--- src/rtl/memresponder.sv ---
// memresponder: single-port word memory with a fixed-latency request/response handshake.
//
// One request is accepted in IDLE. LATENCY wait cycles follow, then a one-cycle RESP
// in which ready pulses. The access is committed on the edge that enters RESP, so ready
// rises on the (LATENCY+1)th edge counting the accepting edge. Request inputs are ignored
// outside IDLE; the values captured at acceptance govern the whole transaction.
//
// Parameters
//   LATENCY  wait cycles between acceptance and response (0..15)
//   DEPTH    number of 32-bit words, word index = addr[31:2]
// Ports
//   clk      clock, rising edge
//   reset    asynchronous active-high reset (array contents are not cleared)
//   req      request strobe, sampled in IDLE
//   we       1 = write, 0 = read, sampled with req
//   addr     byte address, sampled with req
//   wdata    write data, sampled with req
//   rdata    read data, valid while ready=1, otherwise 0
//   ready    one-cycle response strobe
//   err      misaligned or out-of-range address, qualified by ready
module memresponder #(
  parameter int unsigned LATENCY = 2,
  parameter int unsigned DEPTH   = 64
) (
  input  logic        clk,
  input  logic        reset,
  input  logic        req,
  input  logic        we,
  input  logic [31:0] addr,
  input  logic [31:0] wdata,
  output logic [31:0] rdata,
  output logic        ready,
  output logic        err
);

  localparam int unsigned AW = (DEPTH > 1) ? $clog2(DEPTH) : 1;
  localparam logic [3:0] LoadVal = (LATENCY == 0) ? 4'd0 : 4'(LATENCY - 1);

  typedef enum logic [1:0] {StIdle, StWait, StResp} state_e;

  state_e      state_q;
  logic [3:0]  cnt_q;
  logic        cap_we_q;
  logic [31:0] cap_addr_q;
  logic [31:0] cap_wdata_q;

  logic [31:0] mem [DEPTH];

  // The operation that completes on the coming edge. With zero latency it completes on the
  // accepting edge itself, so it must come from the live inputs rather than the capture regs.
  logic          enter_resp;
  logic          op_we;
  logic [31:0]   op_addr;
  logic [31:0]   op_wdata;
  logic          op_legal;
  logic [AW-1:0] op_idx;
  logic          mem_wr;

  always_comb begin
    enter_resp = 1'b0;
    op_we      = cap_we_q;
    op_addr    = cap_addr_q;
    op_wdata   = cap_wdata_q;
    if ((state_q == StIdle) && req && (LATENCY == 0)) begin
      enter_resp = 1'b1;
      op_we      = we;
      op_addr    = addr;
      op_wdata   = wdata;
    end else if ((state_q == StWait) && (cnt_q == 4'd0)) begin
      enter_resp = 1'b1;
    end
  end

  assign op_legal = (op_addr[1:0] == 2'b00) && ({2'b00, op_addr[31:2]} < DEPTH);
  assign op_idx   = op_addr[AW+1:2];
  // Gating with reset keeps an aborted transaction from reaching the array.
  assign mem_wr   = enter_resp && op_we && op_legal && !reset;

  // Array is deliberately outside the reset domain.
  always_ff @(posedge clk) begin
    if (mem_wr) begin
      mem[op_idx] <= op_wdata;
    end
  end

  always_ff @(posedge clk or posedge reset) begin
    if (reset) begin
      state_q     <= StIdle;
      cnt_q       <= 4'd0;
      cap_we_q    <= 1'b0;
      cap_addr_q  <= 32'd0;
      cap_wdata_q <= 32'd0;
      ready       <= 1'b0;
      err         <= 1'b0;
      rdata       <= 32'd0;
    end else begin
      unique case (state_q)
        StIdle: begin
          if (req) begin
            cap_we_q    <= we;
            cap_addr_q  <= addr;
            cap_wdata_q <= wdata;
            cnt_q       <= LoadVal;
            state_q     <= (LATENCY == 0) ? StResp : StWait;
          end
        end
        StWait: begin
          if (cnt_q == 4'd0) begin
            state_q <= StResp;
          end else begin
            cnt_q <= cnt_q - 4'd1;
          end
        end
        StResp: begin
          state_q <= StIdle;
        end
        default: begin
          state_q <= StIdle;
        end
      endcase

      // Outputs are nonzero only in the cycle following enter_resp, i.e. while in RESP.
      ready <= enter_resp;
      err   <= enter_resp && !op_legal;
      rdata <= (enter_resp && op_legal && !op_we) ? mem[op_idx] : 32'd0;
    end
  end

endmodule

--- config.mk ---
export PLATFORM = sky130hd
export DESIGN_NAME = memresponder
export DESIGN_NICKNAME = d
export VERILOG_FILES = /design/src/rtl/memresponder.sv
export SDC_FILE = /design/constraint.sdc
export NUM_CORES = 2
export LEC_CHECK = 0
export BUFFER_PORTS_ARGS = -buffer_cell sky130_fd_sc_hd__buf_2
export CAP_MARGIN = 20
export CORE_AREA = 3 3 577 579
export CTS_BUF_LIST = sky130_fd_sc_hd__clkbuf_4 sky130_fd_sc_hd__clkbuf_8 sky130_fd_sc_hd__clkbuf_16
export DETAILED_ROUTE_END_ITERATION = 6
export DIE_AREA = 0 0 580 582
export HOLD_SLACK_MARGIN = 0.03
export SYNTH_ARGS = -nofsm -noshare
export SYNTH_HDL_FRONTEND = slang
export SYNTH_SLANG_ARGS = --single-unit
--- constraint.sdc ---
create_clock -name clk -period 7.7 [get_ports clk]
set_input_delay 0.385 -clock clk [delete_from_list [all_inputs] [get_ports clk]]
set_output_delay 0.385 -clock clk [all_outputs]
set_load 0.01 [all_outputs]
; Yosys cells after proc, flatten, opt, wreduce, memory -nomap -nowiden
; Memories as Yosys holds them, arrays and structs flattened.
; Cells that the tools add are included.
[totals]
n_memories = 1
mem_bits_rw = 2048
wordCells = 43
reg_bits = 105
input_bits = 68
out_inout_bits = 34
[mem_list]
columns = name, depth, word_bits, rd, rd_clocked_by_memory_dff, wr, line
row1 = mem, 64, 32, 1, 0, 1, 47  ; logic [31:0] mem [DEPTH];
[op_classes]
mux = 10
magnitude_cmp = 1
eq_ne = 4
reduce_logical = 18
add_sub_neg = 1
[ops]
columns = operator, n
row1 = $mux W32, 1
row2 = $lt A30 B7 Y1 const B, 1
row3 = $logic_and A1 B1 Y1, 8
row4 = $mux W4, 2
row5 = $pmux W4 S2, 1
row6 = $logic_not A2 Y1, 2
row7 = $logic_not A4 Y1, 1
row8 = $mux W2, 2
row9 = $ne A2 B2 Y1 const B, 2
row10 = $pmux W2 S2, 1
row11 = $reduce_and A2 Y1, 2
row12 = $sub A4 B1 Y4 const B, 1
row13 = $logic_not A1 Y1, 3
row14 = $mux W1, 3
row15 = $reduce_and A3 Y1, 1
row16 = $eq A2 B1 Y1 const B, 1
row17 = $ne A2 B1 Y1 const B, 1
row18 = $reduce_bool A2 Y1, 1

; Longest topological paths before layout
[logic_depth]
ltp_word = 8
depth_mapped = 11
depth_no_buf = 8

; Least setup slack after synthesis
; No wires, ideal clock.
[synth_path]
kind = input port to flip-flop
start = input reset
end = memory mem[15][0], enable pin
setup_ns = 0.421
n_path_buf = 0
arrival_ns = 4.658
setup_slack_ns = 2.621
stages = 4
cell_sequence = inv_1 -> and3_1 -> nand3_1 -> nor2_1
[synth_via]
elab_chain_cells = 4
[synth_lines]
columns = item, line
row1 = "start, declared", 26  ; input logic reset,
row2 = $logic_not A1 Y1 (no line), n/a
row3 = $logic_and A1 B1 Y1, 77  ; assign mem_wr = enter_resp && op_we && op_legal && !reset;
row4 = $mux W1, 81  ; if (mem_wr) begin
row5 = $mux W1 (implied by the code), 82  ; mem[op_idx] <= op_wdata;
row6 = "end, declared", 47
; No other way between the ends.

; Worst setup path in the final report
[layout_path]
start = register cap_addr_q[21]
end = memory mem[41][20], enable pin
[layout_via]
elab_chain_cells = 6
[layout_lines]
columns = item, line
row1 = "start, declared", 44  ; logic [31:0] cap_addr_q;
row2 = "start signal, assigned", 101  ; cap_addr_q <= addr;
row3 = $lt A30 B7 Y1, 74  ; assign op_legal = (op_addr[1:0] == 2'b00) && ({2'b00, op_addr[31:2]} < DEPTH);
row4 = $logic_and A1 B1 Y1, 74
row5 = $logic_and A1 B1 Y1 (2 in series), 77
row6 = $mux W1, 81
row7 = $mux W1 (implied by the code), 82
; No other way between the ends.

==> qor_table.md <==
| Item | Reported | Unit |
| --- | --- | --- |
| Via-to-Cell Ratio | 5.14 | - |
| Critical Path, Cell by Cell | nor4_1 > nand3_1 > nor3_1 > and4_1 > nand2_1 > nor2_4 > buf_4 | - |
| Initial Util | 25.0 | % |
| Worst Slack Setup Final | 2.83 | ns |
| Post-detailed-route DRC marker count | 0 | - |
| Initial antenna violation count | 34 | - |
| Wire length on met3 | 34.9 | mm |
| Ports | 102 | - |
| Number of slew-limit violations in the final report | 0 | - |
| CTS tree | yes | - |
| Upper clock frequency limit | 205 | MHz |
| Setup Slack @ Placement | 2.69 | ns |
| H-Tree Level Count | 4 | - |
| TritonRoute pass-1 iters | 5 | - |
| Total half-perimeter wirelength after legalization and detailed placement | 159 | mm |
| Total Die Area | 338000 | sq um |
| FF-to-FF path depth | 7 | - |
| Hold crit path type | in -> reg | - |
| Delay of the slowest critical-path stage | 0.89 | ns |
| Crit-path leading delay family | simple AND/OR/NAND/NOR gates | - |
| Tmin final | 4.87 | ns |
| CTS max path bufs | 3 | - |
| Most used flip-flop cell after synthesis | sky130_fd_sc_hd__edfxtp_1 | - |
| Number of cells in the finished layout apart from fillers | 9178 | - |
| Final period util | 63.2 | % |
| Max-capacitance violation count | 0 | - |
| Fraction of registers with async set/reset | 4.88 | % |
| Via count | 47200 | - |
| Endpoint arrival time on the critical path | 5.40 | ns |
| Uppermost metal layer occupied by signal nets | met5 | - |
| Share of the synthesized area in the top cell type | 75.2 | % |
| Area added between synthesis and finish | 18.0 | % |
| Detailed-route wire length | 268 | mm |
| Count of endpoints failing hold in the final timing report | 0 | - |
| Leftover overflow at the end of global routing | 0 | - |
| FILL cells | 31800 | - |
| Site row count | 210 | - |
| CTS Root Buffer Type | sky130_fd_sc_hd__clkbuf_16 | - |
| Tightest Pin Transition | 1.36 | ns |
| VDD IR-drop max | 0.000712 | V |
| Routed wl met2 | 119 | mm |
| Clock edge transition at the registers on the reported setup and hold paths | 0.06 | ns |
| Headroom to the max-slew limit | 9.41 | % |
| Setup bufs post-CTS | 0 | - |
| Biggest area consumer among synthesized cells | sky130_fd_sc_hd__edfxtp_1 | - |
| Crit. path cell count | 7 | - |
| Total power divided by cell area | 387 | nW/um^2 |
| Total standard cell area after synthesis | 81800 | sq um |
| Number of buffer and inverter stages on the critical path | 1 | - |
| Fraction of layout cells with a size suffix above 1 | 23.5 | % |
| CP endpoint kind | flop | - |
| Syn Nets | 4461 | - |
| Area occupied by registers | 64200 | sq um |
| Crit Path Max Fanout | 19 | - |
| Post-synth EDFFs | 2048 | - |
| Number of placed instances with taps included | 8694 | - |
| Total power of the final layout | 37.4 | mW |
| Violation count after the first detailed-routing iteration | 7467 | - |
| Endpoints failing setup | 0 | - |
| Total Neg Setup Slack | 0 | ns |
| Maximum number of pins on one net before global-route repair | 105 | - |
| Clock sink count | 2153 | - |
| Post-detailed-route count of antenna-violating nets | 0 | - |
| Number of CTS-inserted buffers | 212 | - |
| Classification of the worst setup path | reg -> reg | - |
| Height of the chip | 582 | um |
| Setup repair after global routing missed its margin | no | - |
| Number of instances on the worst hold path | 3 | - |
| Wire length of the first global-routing pass | 371 | mm |
| Number of buffer cells added on primary ports | 101 | - |
| Commonest cells after routing, fill and taps aside | sky130_fd_sc_hd__edfxtp_1, sky130_fd_sc_hd__o22ai_1, sky130_fd_sc_hd__clkbuf_16 | - |
| Mean instance size in the synthesized netlist | 18.6 | sq um |
| Cell types occupying the most area after synthesis | sky130_fd_sc_hd__edfxtp_1, sky130_fd_sc_hd__mux4_2, sky130_fd_sc_hd__dfrtp_1 | - |
| Final Wtd Congestion | 0.896 | - |
| Share of the core filled with cells | 29.5 | % |
| Met1 Routed Length | 101 | mm |
| Unique masters post-synth | 70 | - |
| Seq cells post-synth | 2153 | - |
| Average detailed-routed wire length per instance | 29.2 | um |
| Leading cell type in the layout, fill and taps excluded | sky130_fd_sc_hd__edfxtp_1 | - |
| Result of the run | finished clean | - |
| Vias in the first global route | 45900 | - |
| Die span in x | 580 | um |
| Critical-path top delay cell | sky130_fd_sc_hd__nor2_4 | - |
| Core Region | 328000 | sq um |
| Count of mapped cells out of synthesis | 4391 | - |
| Clock latency on the worst-skew pair | 0.86 | ns |
| Number of warnings reported in the yosys synthesis log | 0 | - |
| Data required, critical path | 8.23 | ns |
| Multi-input combinational cell area | 16800 | sq um |
| CP Launch Type | flop | - |
| Sequential fraction of the synthesis area | 78.4 | % |
| # nets final | 4706 | - |
| Worst-case clock skew | 0.0538 | ns |
| P_leak | 29.8 | nW |
| Global routing usage summed across all routing layers | 15.3 | % |
## worst register-to-register path, cell delays in order (launching register included)
cell and delay, ns:
sky130_fd_sc_hd__dfrtp_1 0.38, sky130_fd_sc_hd__nor4_1 0.68, sky130_fd_sc_hd__nand3_1 0.42, sky130_fd_sc_hd__nor3_1 0.84
sky130_fd_sc_hd__and4_1 0.34, sky130_fd_sc_hd__nand2_1 0.63, sky130_fd_sc_hd__nor2_4 0.90, sky130_fd_sc_hd__buf_4 0.37
## report_power, final
group | internal [mW] | switching [mW] | total, mW
logic | 3.03 | 7.49 | 10.5
registers | 14.8 | 1.67 | 16.4
clock network | 5.95 | 4.49 | 10.4
total | 23.7 | 13.7 | 37.4
## logic make-up (layout without fill, tap and decap cells)
group	Yosys count	count (layout)	synth area share, %
compound gates	990	990	8.37
simple gates	395	395	2.19
fa+ha+maj	2	2	0.0306
flops	2153	2153	78.4
other cells	0	14	0
xor+xnor	2	2	0.0214
buf+inv	317	744	1.83
mux	532	532	9.19
## metrics by stage
stage,hold slack (ns),area [sq um]
after global placement,0.490,88300
final,0.0812,96600
after detailed placement,0.497,88600
after CTS,0.0520,96400
after floorplan,0.462,81800
after global routing,0.0941,96600
## final cells by class
type / count / area share [%]
Inverter: 9 / 0.0492
Multi-Input combinational cell: 1921 / 17.4
Sequential cell: 2153 / 66.5
Antenna cell: 14 / 0.0363
Clock inverter: 99 / 1.10
Timing Repair Buffer: 339 / 3.04
Tap cell: 4346 / 5.63
Clock buffer: 297 / 6.25
## sequential cells by signal, summed over array words and instances (netlist names)
register     count
ready            1
cap_wdata_q     32
rdata           32
state_q          2
mem           2048
cap_we_q         1
err              1
cap_addr_q      32
cnt_q            4
## repair_timing
item                                    in CTS  in global routing
endpoints found under the hold margin      104                  0
hold buffers                                65                  0
endpoints found under the setup margin       0                  0
resized for setup                            0                  0
## path summary, 6_finish.rpt
check | startpoint | end | slack (ns)
setup / recovery | cap_addr_q[21]$_DFFE_PP0P_ | mem[41][20]$_DFFE_PP_ | 2.83
hold / removal | addr[2] | cap_addr_q[2]$_DFFE_PP0P_ | 0.08
setup reg to reg | cap_addr_q[21]$_DFFE_PP0P_ | mem[41][20]$_DFFE_PP_ | 2.83
hold reg to reg | cnt_q[0]$_DFFE_PP0P_ | cnt_q[0]$_DFFE_PP0P_ | 0.51
max in group asynchronous | reset | cap_wdata_q[10]$_DFFE_PP0P_ | 6.00
min in group asynchronous | reset | cap_wdata_q[13]$_DFFE_PP0P_ | 0.19
## per-layer routing
metal,global-route usage [%],vias to the layer above
li1,-,18700
met5,0,-
met2,23.1,3190
met4,6.77,26
met3,4.87,618
met1,20.1,24600
## synth_stat cells (7+ instances only)
master / number
sky130_fd_sc_hd__edfxtp_1: 2048
sky130_fd_sc_hd__o22ai_1: 338
sky130_fd_sc_hd__mux2_2: 210
sky130_fd_sc_hd__o221ai_1: 178
sky130_fd_sc_hd__nor2_1: 173
sky130_fd_sc_hd__mux4_2: 151
sky130_fd_sc_hd__clkbuf_1: 138
sky130_fd_sc_hd__mux2i_1: 136
sky130_fd_sc_hd__a21oi_1: 117
sky130_fd_sc_hd__nand2_1: 110
sky130_fd_sc_hd__o21ai_0: 108
sky130_fd_sc_hd__buf_2: 105
sky130_fd_sc_hd__dfrtp_1: 105
sky130_fd_sc_hd__a22oi_1: 45
sky130_fd_sc_hd__buf_4: 38
sky130_fd_sc_hd__a221oi_1: 35
sky130_fd_sc_hd__mux2_1: 35
sky130_fd_sc_hd__a211oi_1: 23
sky130_fd_sc_hd__a2bb2oi_1: 23
sky130_fd_sc_hd__buf_1: 22
sky130_fd_sc_hd__o21ai_1: 22
sky130_fd_sc_hd__a221o_1: 17
sky130_fd_sc_hd__nor4_1: 17
sky130_fd_sc_hd__and3_1: 13
sky130_fd_sc_hd__nand3_1: 12
sky130_fd_sc_hd__nor2b_1: 11
sky130_fd_sc_hd__a222oi_1: 10
sky130_fd_sc_hd__nor3_1: 10
sky130_fd_sc_hd__or3_1: 10
sky130_fd_sc_hd__a32oi_1: 9
sky130_fd_sc_hd__a2111oi_0: 8
sky130_fd_sc_hd__a31oi_1: 7
sky130_fd_sc_hd__nand2b_1: 7
sky130_fd_sc_hd__o22a_1: 7
Note: power is estimated with default switching activity, not from simulation.
